**config.mk**
```make
export PLATFORM = sky130hd
export DESIGN_NAME = vga_timing_gen
export DESIGN_NICKNAME = d
export VERILOG_FILES = /design/src/rtl/vga_timing_gen.sv
export SDC_FILE = /design/constraint.sdc
export NUM_CORES = 1
export LEC_CHECK = 0
export ABC_AREA = 0
export ABC_CLOCK_PERIOD_IN_PS = 1400
export BUFFER_PORTS_ARGS = -buffer_cell sky130_fd_sc_hd__buf_4
export CAP_MARGIN = 15
export CORE_UTILIZATION = 25
export DETAILED_ROUTE_END_ITERATION = 10
export PLACE_DENSITY = 0.5
export SLEW_MARGIN = 20
export SYNTH_ARGS = -nofsm -noshare
export SYNTH_HDL_FRONTEND = slang
export SYNTH_SLANG_ARGS = --single-unit
```
**constraint.sdc**
```tcl
create_clock -name clk -period 1.4 [get_ports clk]
set_input_delay 0.14 -clock clk [delete_from_list [all_inputs] [get_ports clk]]
set_output_delay 0.14 -clock clk [all_outputs]
set_load 0.01 [all_outputs]
```
**src/rtl/vga_timing_gen.sv**
```systemverilog
// VGA raster timing generator: free-running h/v counters, pixel request port, registered sync/DE/colour.
// Define VGA_TEST_PATTERN_EN to build in an 8-bar colour test pattern selected by test_mode.
module vga_timing_gen #(
    parameter int   H_DISP  = 640,
    parameter int   H_FP    = 16,
    parameter int   H_SYNC  = 96,
    parameter int   H_BP    = 48,
    parameter int   V_DISP  = 480,
    parameter int   V_FP    = 10,
    parameter int   V_SYNC  = 2,
    parameter int   V_BP    = 33,
    parameter logic HS_POL  = 1'b0,
    parameter logic VS_POL  = 1'b0,
    parameter int   COLOR_W = 3,
    parameter int   CNT_W   = 11
) (
    input  logic               clk,
    input  logic               reset,
    input  logic               pix_en,
    input  logic               test_mode,
    input  logic [COLOR_W-1:0] rgb_in,
    output logic [CNT_W-1:0]   req_x,
    output logic [CNT_W-1:0]   req_y,
    output logic               req_valid,
    output logic [COLOR_W-1:0] rgb_out,
    output logic               hsync,
    output logic               vsync,
    output logic               de,
    output logic               frame_start
);

    localparam int H_TOTAL = H_DISP + H_FP + H_SYNC + H_BP;
    localparam int V_TOTAL = V_DISP + V_FP + V_SYNC + V_BP;
    localparam int F       = COLOR_W / 3;

    localparam logic [CNT_W-1:0] H_LAST   = CNT_W'(H_TOTAL - 1);
    localparam logic [CNT_W-1:0] V_LAST   = CNT_W'(V_TOTAL - 1);
    localparam logic [CNT_W-1:0] H_VIS    = CNT_W'(H_DISP);
    localparam logic [CNT_W-1:0] V_VIS    = CNT_W'(V_DISP);
    localparam logic [CNT_W-1:0] HS_START = CNT_W'(H_DISP + H_FP);
    localparam logic [CNT_W-1:0] HS_END   = CNT_W'(H_DISP + H_FP + H_SYNC);
    localparam logic [CNT_W-1:0] VS_START = CNT_W'(V_DISP + V_FP);
    localparam logic [CNT_W-1:0] VS_END   = CNT_W'(V_DISP + V_FP + V_SYNC);

    logic [CNT_W-1:0]   h_cnt;
    logic [CNT_W-1:0]   v_cnt;
    logic               h_wrap;
    logic               v_wrap;
    logic               visible;
    logic               hs_act;
    logic               vs_act;
    logic [COLOR_W-1:0] pix_color;

    assign h_wrap  = (h_cnt == H_LAST);
    assign v_wrap  = (v_cnt == V_LAST);
    assign visible = (h_cnt < H_VIS) && (v_cnt < V_VIS);
    assign hs_act  = (h_cnt >= HS_START) && (h_cnt < HS_END);
    assign vs_act  = (v_cnt >= VS_START) && (v_cnt < VS_END);

    assign req_x     = h_cnt;
    assign req_y     = v_cnt;
    assign req_valid = visible;

`ifdef VGA_TEST_PATTERN_EN
    // Bar index is floor(h_cnt*8/H_DISP), found by comparing against the seven bar boundaries.
    logic [2:0]       bar;
    logic [CNT_W+2:0] h_x8;

    assign h_x8 = {h_cnt, 3'b000};

    always_comb begin
        bar = '0;
        for (int i = 1; i < 8; i++) begin
            if (32'(h_x8) >= i * H_DISP) begin
                bar = 3'(i);
            end
        end
    end

    assign pix_color = test_mode ? {{F{bar[2]}}, {F{bar[1]}}, {F{bar[0]}}} : rgb_in;
`else
    logic unused_test_mode;

    assign unused_test_mode = test_mode;
    assign pix_color        = rgb_in;
`endif

    always_ff @(posedge clk or posedge reset) begin
        if (reset) begin
            h_cnt <= '0;
            v_cnt <= '0;
        end else if (pix_en) begin
            if (h_wrap) begin
                h_cnt <= '0;
                v_cnt <= v_wrap ? '0 : v_cnt + 1'b1;
            end else begin
                h_cnt <= h_cnt + 1'b1;
            end
        end
    end

    // Outputs decode the pre-increment position, so they trail req_* by one pix_en tick.
    always_ff @(posedge clk or posedge reset) begin
        if (reset) begin
            rgb_out     <= '0;
            de          <= 1'b0;
            hsync       <= ~HS_POL;
            vsync       <= ~VS_POL;
            frame_start <= 1'b0;
        end else if (pix_en) begin
            rgb_out     <= visible ? pix_color : '0;
            de          <= visible;
            hsync       <= hs_act ? HS_POL : ~HS_POL;
            vsync       <= vs_act ? VS_POL : ~VS_POL;
            frame_start <= (h_cnt == '0) && (v_cnt == '0);
        end
    end

endmodule

```
After elaboration in Yosys (flattened, before gate mapping)
Cells that the tools add are included.
{ "totals": {"regBits": 29, "inputBits": 7, "out_inout_bits": 30, "word_cells": 29} }
{ "classes": {"n_addsub": 2, "magnitude_cmp": 6, "eq_ne": 2, "mux": 5, "n_reduce_logical": 7} }
{ "ops": {"columns": ["cell", "n"], "rows": [
  ["adder 11 x 1 -> 11 bit (second input constant)", 2],
  ["equality test 11 x 10 -> 1 bit (second input constant)", 2],
  ["logical NOT 11 bit", 2],
  ["< comparator 11 x 10 -> 1 bit (second input constant)", 2],
  ["< comparator 11 x 9 -> 1 bit (second input constant)", 2],
  ["2-to-1 mux 11 bit", 2],
  [">= comparator 11 x 10 -> 1 bit (second input constant)", 1],
  [">= comparator 11 x 9 -> 1 bit (second input constant)", 1],
  ["logical AND 1 bit", 4],
  ["2-to-1 mux 3 bit", 1],
  ["2-to-1 mux 1 bit", 2],
  ["AND reduction 2 bit", 1]
]} }

Longest topological paths before layout
{ "depth": {"word_depth": 3, "mapped_depth": 6, "mapped_depth_nobuf": 6} }

Worst setup path after synthesis
No wires, ideal clock.
{ "synth_timing": {"path_type": "register to register", "from": "register h_cnt[0], in the netlist req_x[0]", "to": "register v_cnt[3], in the netlist req_y[3]", "setup_ns": 0.083, "arrival_time_ns": 1.395, "required_ns": 1.317, "setup_slack_ns": -0.077, "path_stages_with_launch": 6, "n_path_buf": 0, "synth_period_minus_slack_ns": 1.477, "path_cell_list": "dfrtp_1 -> ha_1 -> and4bb_4 -> nand4_4 -> or3_1 -> o21ai_0"} }
{ "synth_via": {"elab_chain_len": 2} }
{ "synth_rtl": {"columns": ["element", "line", "text"], "rows": [
  ["start, declared", "45", "logic [CNT_W-1:0] h_cnt;"],
  ["start signal, assigned", "97", "h_cnt <= h_cnt + 1'b1;"],
  ["equality test 11 x 10 -> 1 bit", "54", "assign h_wrap = (h_cnt == H_LAST);"],
  ["AND reduction 2 bit (no line)", null, null],
  ["end signal, assigned", "95", "v_cnt <= v_wrap ? '0 : v_cnt + 1'b1;"],
  ["end, declared", "46", "logic [CNT_W-1:0] v_cnt;"]
]} }
Every way passes these cells.
A chain may end at the register's enable or synchronous reset.

Final worst setup path
{ "layout_timing": {"from": "register h_cnt[1], in the netlist req_x[1]", "to": "register h_cnt[3], in the netlist req_x[3]"} }
{ "layout_via": {"elab_chain_len": 2, "elab_cells_between_ends": 3, "cone_classes": "add/sub (1); eq/ne (1); mux (1)"} }
{ "layout_rtl": {"columns": ["element", "line", "text"], "rows": [
  ["adder 11 x 1 -> 11 bit or equality test 11 x 10 -> 1 bit (tied branches)", "97, 54", null],
  ["2-to-1 mux 11 bit (*)", "93", "if (h_wrap) begin"]
]} }
Every way passes the cells marked *; elsewhere a longest branch is shown, timed or not.

==> results.txt <==
- The flow ran to the end, but the final reports show violations.
* Violations in the final reports: setup timing
- The worst pin sits at a relative slew slack of 71.8%.
- Switching Fraction: ~32%
* Busiest layer in global routing: met2
* Mapped Area: 0.00157 mm2
- Kind of cell with the highest combined delay on the critical path: simple AND/OR/NAND/NOR gates
- The largest individual stage delay along the critical path comes from the cell sky130_fd_sc_hd__dfrtp_1.
- Distinct cell type count after synthesis: 38
* Synth Instances: ~160
* Vias in the first global route: around 1400
* Die Outline Area: ~0.0066 mm2
* Share of cells above drive strength 1: ~49%
* Number of buffers and inverters on the critical path: 2
- Maximum net fanout on the critical path: 7
- In the synthesized netlist the dominant register cell turns out to be sky130_fd_sc_hd__dfrtp_1.
- Die Span X: 81.2 um
- Pwr/cell area: roughly 960 mW/mm2
* Highest cell delay on the worst timing path: around 0.35 ns
- On the final layout, the worst hold slack is between 0.1 and 0.15 ns.
* Share of synthesized flip-flops with an asynchronous set or reset: 100%
- Placed instance area: 0.00217 mm2
- Highest-count cells in the layout ignoring fill and taps: 80 x sky130_fd_sc_hd__buf_4, 27 x sky130_fd_sc_hd__dfrtp_1, 14 x sky130_fd_sc_hd__nand3_1
- The number of antenna violations at the first check in global routing was 0.
* Port bufs: 35
- Final core utilization: slightly above 40%
- Summing all non-filler instances in the final layout gives an area of between 0.002 and 0.0025 mm2.
* Setup WS post-layout: -0.0875 ns
- Final setup violation count: 13
- Int Pwr: roughly 1.6 mW
- Timing analysis after detailed placement gives a worst setup slack of -0.146 ns.
- Combinational logic is responsible for between 20% and 30% of the overall power.
* Clock power frac: between 20 and 30%
- P&R area growth vs syn: 57.7%
- TritonCTS Buffers: 5
- Counting along the longest clock path gives a buffer depth of 2.
- The first global-routing pass estimated 6.87 mm of wire.
- Traced cell by cell, the critical path runs through ha_2 -> and4bb_4 -> and4_4 -> buf_4 -> buf_6 -> nor2_1.
* Starting utilization of the core area: 26.1%
- The first detailed-routing pass ran for 4 iterations.
* Highest ir drop seen on vdd: between 0.4 and 0.5 mV
* Required arrival time at the worst endpoint: 1.58 ns
* Max-slew violations: 0
- For this block, the initial DRC count from the detailed router was 53.
- The worst setup path is captured at a register.
* Met2 usage in global routing: 21.8%
* Routability-driven placement congestion ratio: around 0.8
- In this run, flip-flops and latches consume between 40% and 50% of the power.
* Clk_lat worst skew: 0.29 ns
- Period Utilization, post-route: 106%
- After detailed routing, the total wire length is approximately 4.3 mm.
* Nets in the synthesized netlist: between 150 and 200
- In this run the static leakage power is around 1.2 nW.
- In the final routed layout, each cell accounts on average for around 14 um.
- After synthesis, flip-flops and latches occupy between 40% and 50% of the total area.
- After synthesis the netlist holds a flip-flop and latch count of 29.
- For the finished layout, the period the worst path requires is between 1 and 1.5 ns.
- Category of the most critical setup path: reg2reg
- Yosys warnings: 0
- Setup repair after global routing could not meet its margin everywhere.
- For this run, global-route usage on met3 was measured as under 10%.
- Maximum level of the CTS H-tree: 2
* Post-route DRC: 0
- Most common cell after layout, fill and taps aside: sky130_fd_sc_hd__buf_4
- The worst setup path is launched from a register.
- Die height: just over 80 um
- After routing, the total negative slack on setup checks comes to -0.764 ns.
- 0 antenna diodes ended up in the layout.
* Post-detailed-placement half-perimeter wirelength: a little over 3 mm
- The final count of hold timing violations came to 0.
* Final #Nets: about 250
- TritonCTS built the clock tree.
- Net Sw Power: about 0.76 mW
- Global route total overflow: 0
- At the pin with the least slew margin, the transition time is ~0.42 ns.
- Max_cap viols: 0
- Data arrives at the worst endpoint at ~1.7 ns.
* Largest net degree at the start of global routing: 30
* Root Buffer Master: sky130_fd_sc_hd__clkbuf_8
- Yosys mapped a number of flops with a built-in enable equal to 0.
- Average footprint of a synthesized cell: approximately 10 um2
* Clock-pin slew reported for the worst setup and hold paths after clock tree synthesis: 0.07 ns
- For this design the top-level I/O count stands at 37.
* Type of the worst min-delay path: in2reg
- The clock arrives with around 0.0075 ns of skew.
- In the global route stage, overall resource usage came out at 14.0%.
* Clock Sink Count: 29
* Mean number of vias per cell: approximately 4.6
- Area of the core: roughly 0.006 mm2
* Via count: between 1000 and 1500
- Post-DRT Antenna Nets: 0
- Maximum frequency from static timing analysis: 672 MHz
- Cell row count: 28
- Grt met1 use: 18.8%
==> path summary, 6_finish.rpt <==
path | startpoint | end | slack (ns) | depth (start not counted)
worst max-delay path | req_x[1]$_DFFE_PP0P_ | req_x[3]$_DFFE_PP0P_ | -0.09 | 6
worst min-delay path | rgb_in[0] | rgb_out[0]$_DFFE_PP0P_ | 0.10 | 3
worst max register to register | req_x[1]$_DFFE_PP0P_ | req_x[3]$_DFFE_PP0P_ | -0.09 | 6
worst min register to register | hsync$_DFFE_PP1P_ | hsync$_DFFE_PP1P_ | 0.50 | 2
max in group asynchronous | reset | hsync$_DFFE_PP1P_ | 0.60 | 4
min in group asynchronous | reset | req_y[9]$_DFFE_PP0P_ | 0.49 | 4
==> cells in the mapped netlist, drive strengths merged, types with 2 or more instances <==
| library cell | count | area share (%) |
|---|---|---|
| nor3 | 4 | 1.3 |
| nor4b | 2 | 1.1 |
| ha | 4 | 3.2 |
| nand2 | 7 | 1.7 |
| a21oi | 6 | 1.9 |
| xnor2 | 7 | 3.9 |
| nand4b | 2 | 1.1 |
| xor2 | 6 | 3.4 |
| inv | 12 | 2.9 |
| and3 | 4 | 1.6 |
| and4bb | 2 | 2.1 |
| nand4 | 9 | 4.6 |
| dfrtp | 27 | 43 |
| nor4 | 4 | 3.0 |
| o21ai | 10 | 3.2 |
| buf | 6 | 2.2 |
| clkbuf | 3 | 0.88 |
| and4 | 4 | 2.4 |
| nor2b | 2 | 0.80 |
| and2 | 2 | 0.80 |
| mux2i | 2 | 1.3 |
| nand3 | 16 | 5.4 |
| dfstp | 2 | 3.4 |
| nor2 | 7 | 1.7 |
==> logic make-up after synthesis <==
group | after synthesis | share of synthesized area, %
adder cells (fa/ha/maj) | 4 | 3.20
flip-flops | 29 | 46.5
AO/OA/AOI/OAI | 19 | 6.55
AND/OR/NAND/NOR | 67 | 28.5
multiplexers | 3 | 2.00
buffers and inverters | 21 | 5.99
XOR/XNOR | 13 | 7.27
==> flip-flops by register name, summed over array words and instances (netlist names) <==
name,flops
de,1
frame_start,1
vsync,1
req_x,11
req_y,11
hsync,1
rgb_out,3
==> through the flow <==
| stage | std cells | total power, mW |
|---|---|---|
| 4_1_cts | 306 | 2.38 |
| 6_report | 318 | 2.38 |
| 3_3_place_gp | 295 | 1.64 |
| 3_5_place_dp | 295 | 1.66 |
| 5_1_grt | 318 | 2.53 |
| 2_1_floorplan | 156 | 1.31 |
==> worst reg2reg max path: cells and delay by family, from the launching register on <==
kind,cells,cell delay (ns)
buffers and inverters,2,0.22
adder cells (fa/ha/maj),1,0.20
flip-flops,1,0.35
AND/OR/NAND/NOR,3,0.60
==> final cells by class <==
class,count,area (um2)
clock buffer,5,68.8
clock inverter,3,17.5
fill,588,3520
inverter,12,45.0
multi-input combinational,106,828
sequential,29,728
tap,75,93.8
timing repair buffer,88,689
==> power groups by stage <==
stage	registers, mW	clock network [mW]	logic (mW)
6_report	0.987	0.687	0.704
5_1_grt	1.00	0.754	0.777
4_1_cts	0.979	0.712	0.684
3_5_place_dp	0.996	0	0.660
3_3_place_gp	0.994	0	0.650
2_1_floorplan	1.05	0	0.264
==> repair_timing <==
action,in CTS,in global routing
pin swaps,5,11
setup buffers,2,13
setup endpoints to repair,16,20
hold buffers,1,0
resized for setup,11,16
endpoints found under the hold margin,27,0
==> layer usage <==
| metal | up-vias | part of all wire [%] |
|---|---|---|
| li1 | 724 | - |
| met1 | 698 | 50 |
| met2 | 29 | 46 |
| met3 | 6 | 3.3 |
| met4 | 0 | 1.0 |
| met5 | - | 0 |
No activity file was read; power rests on OpenSTA's default activity.
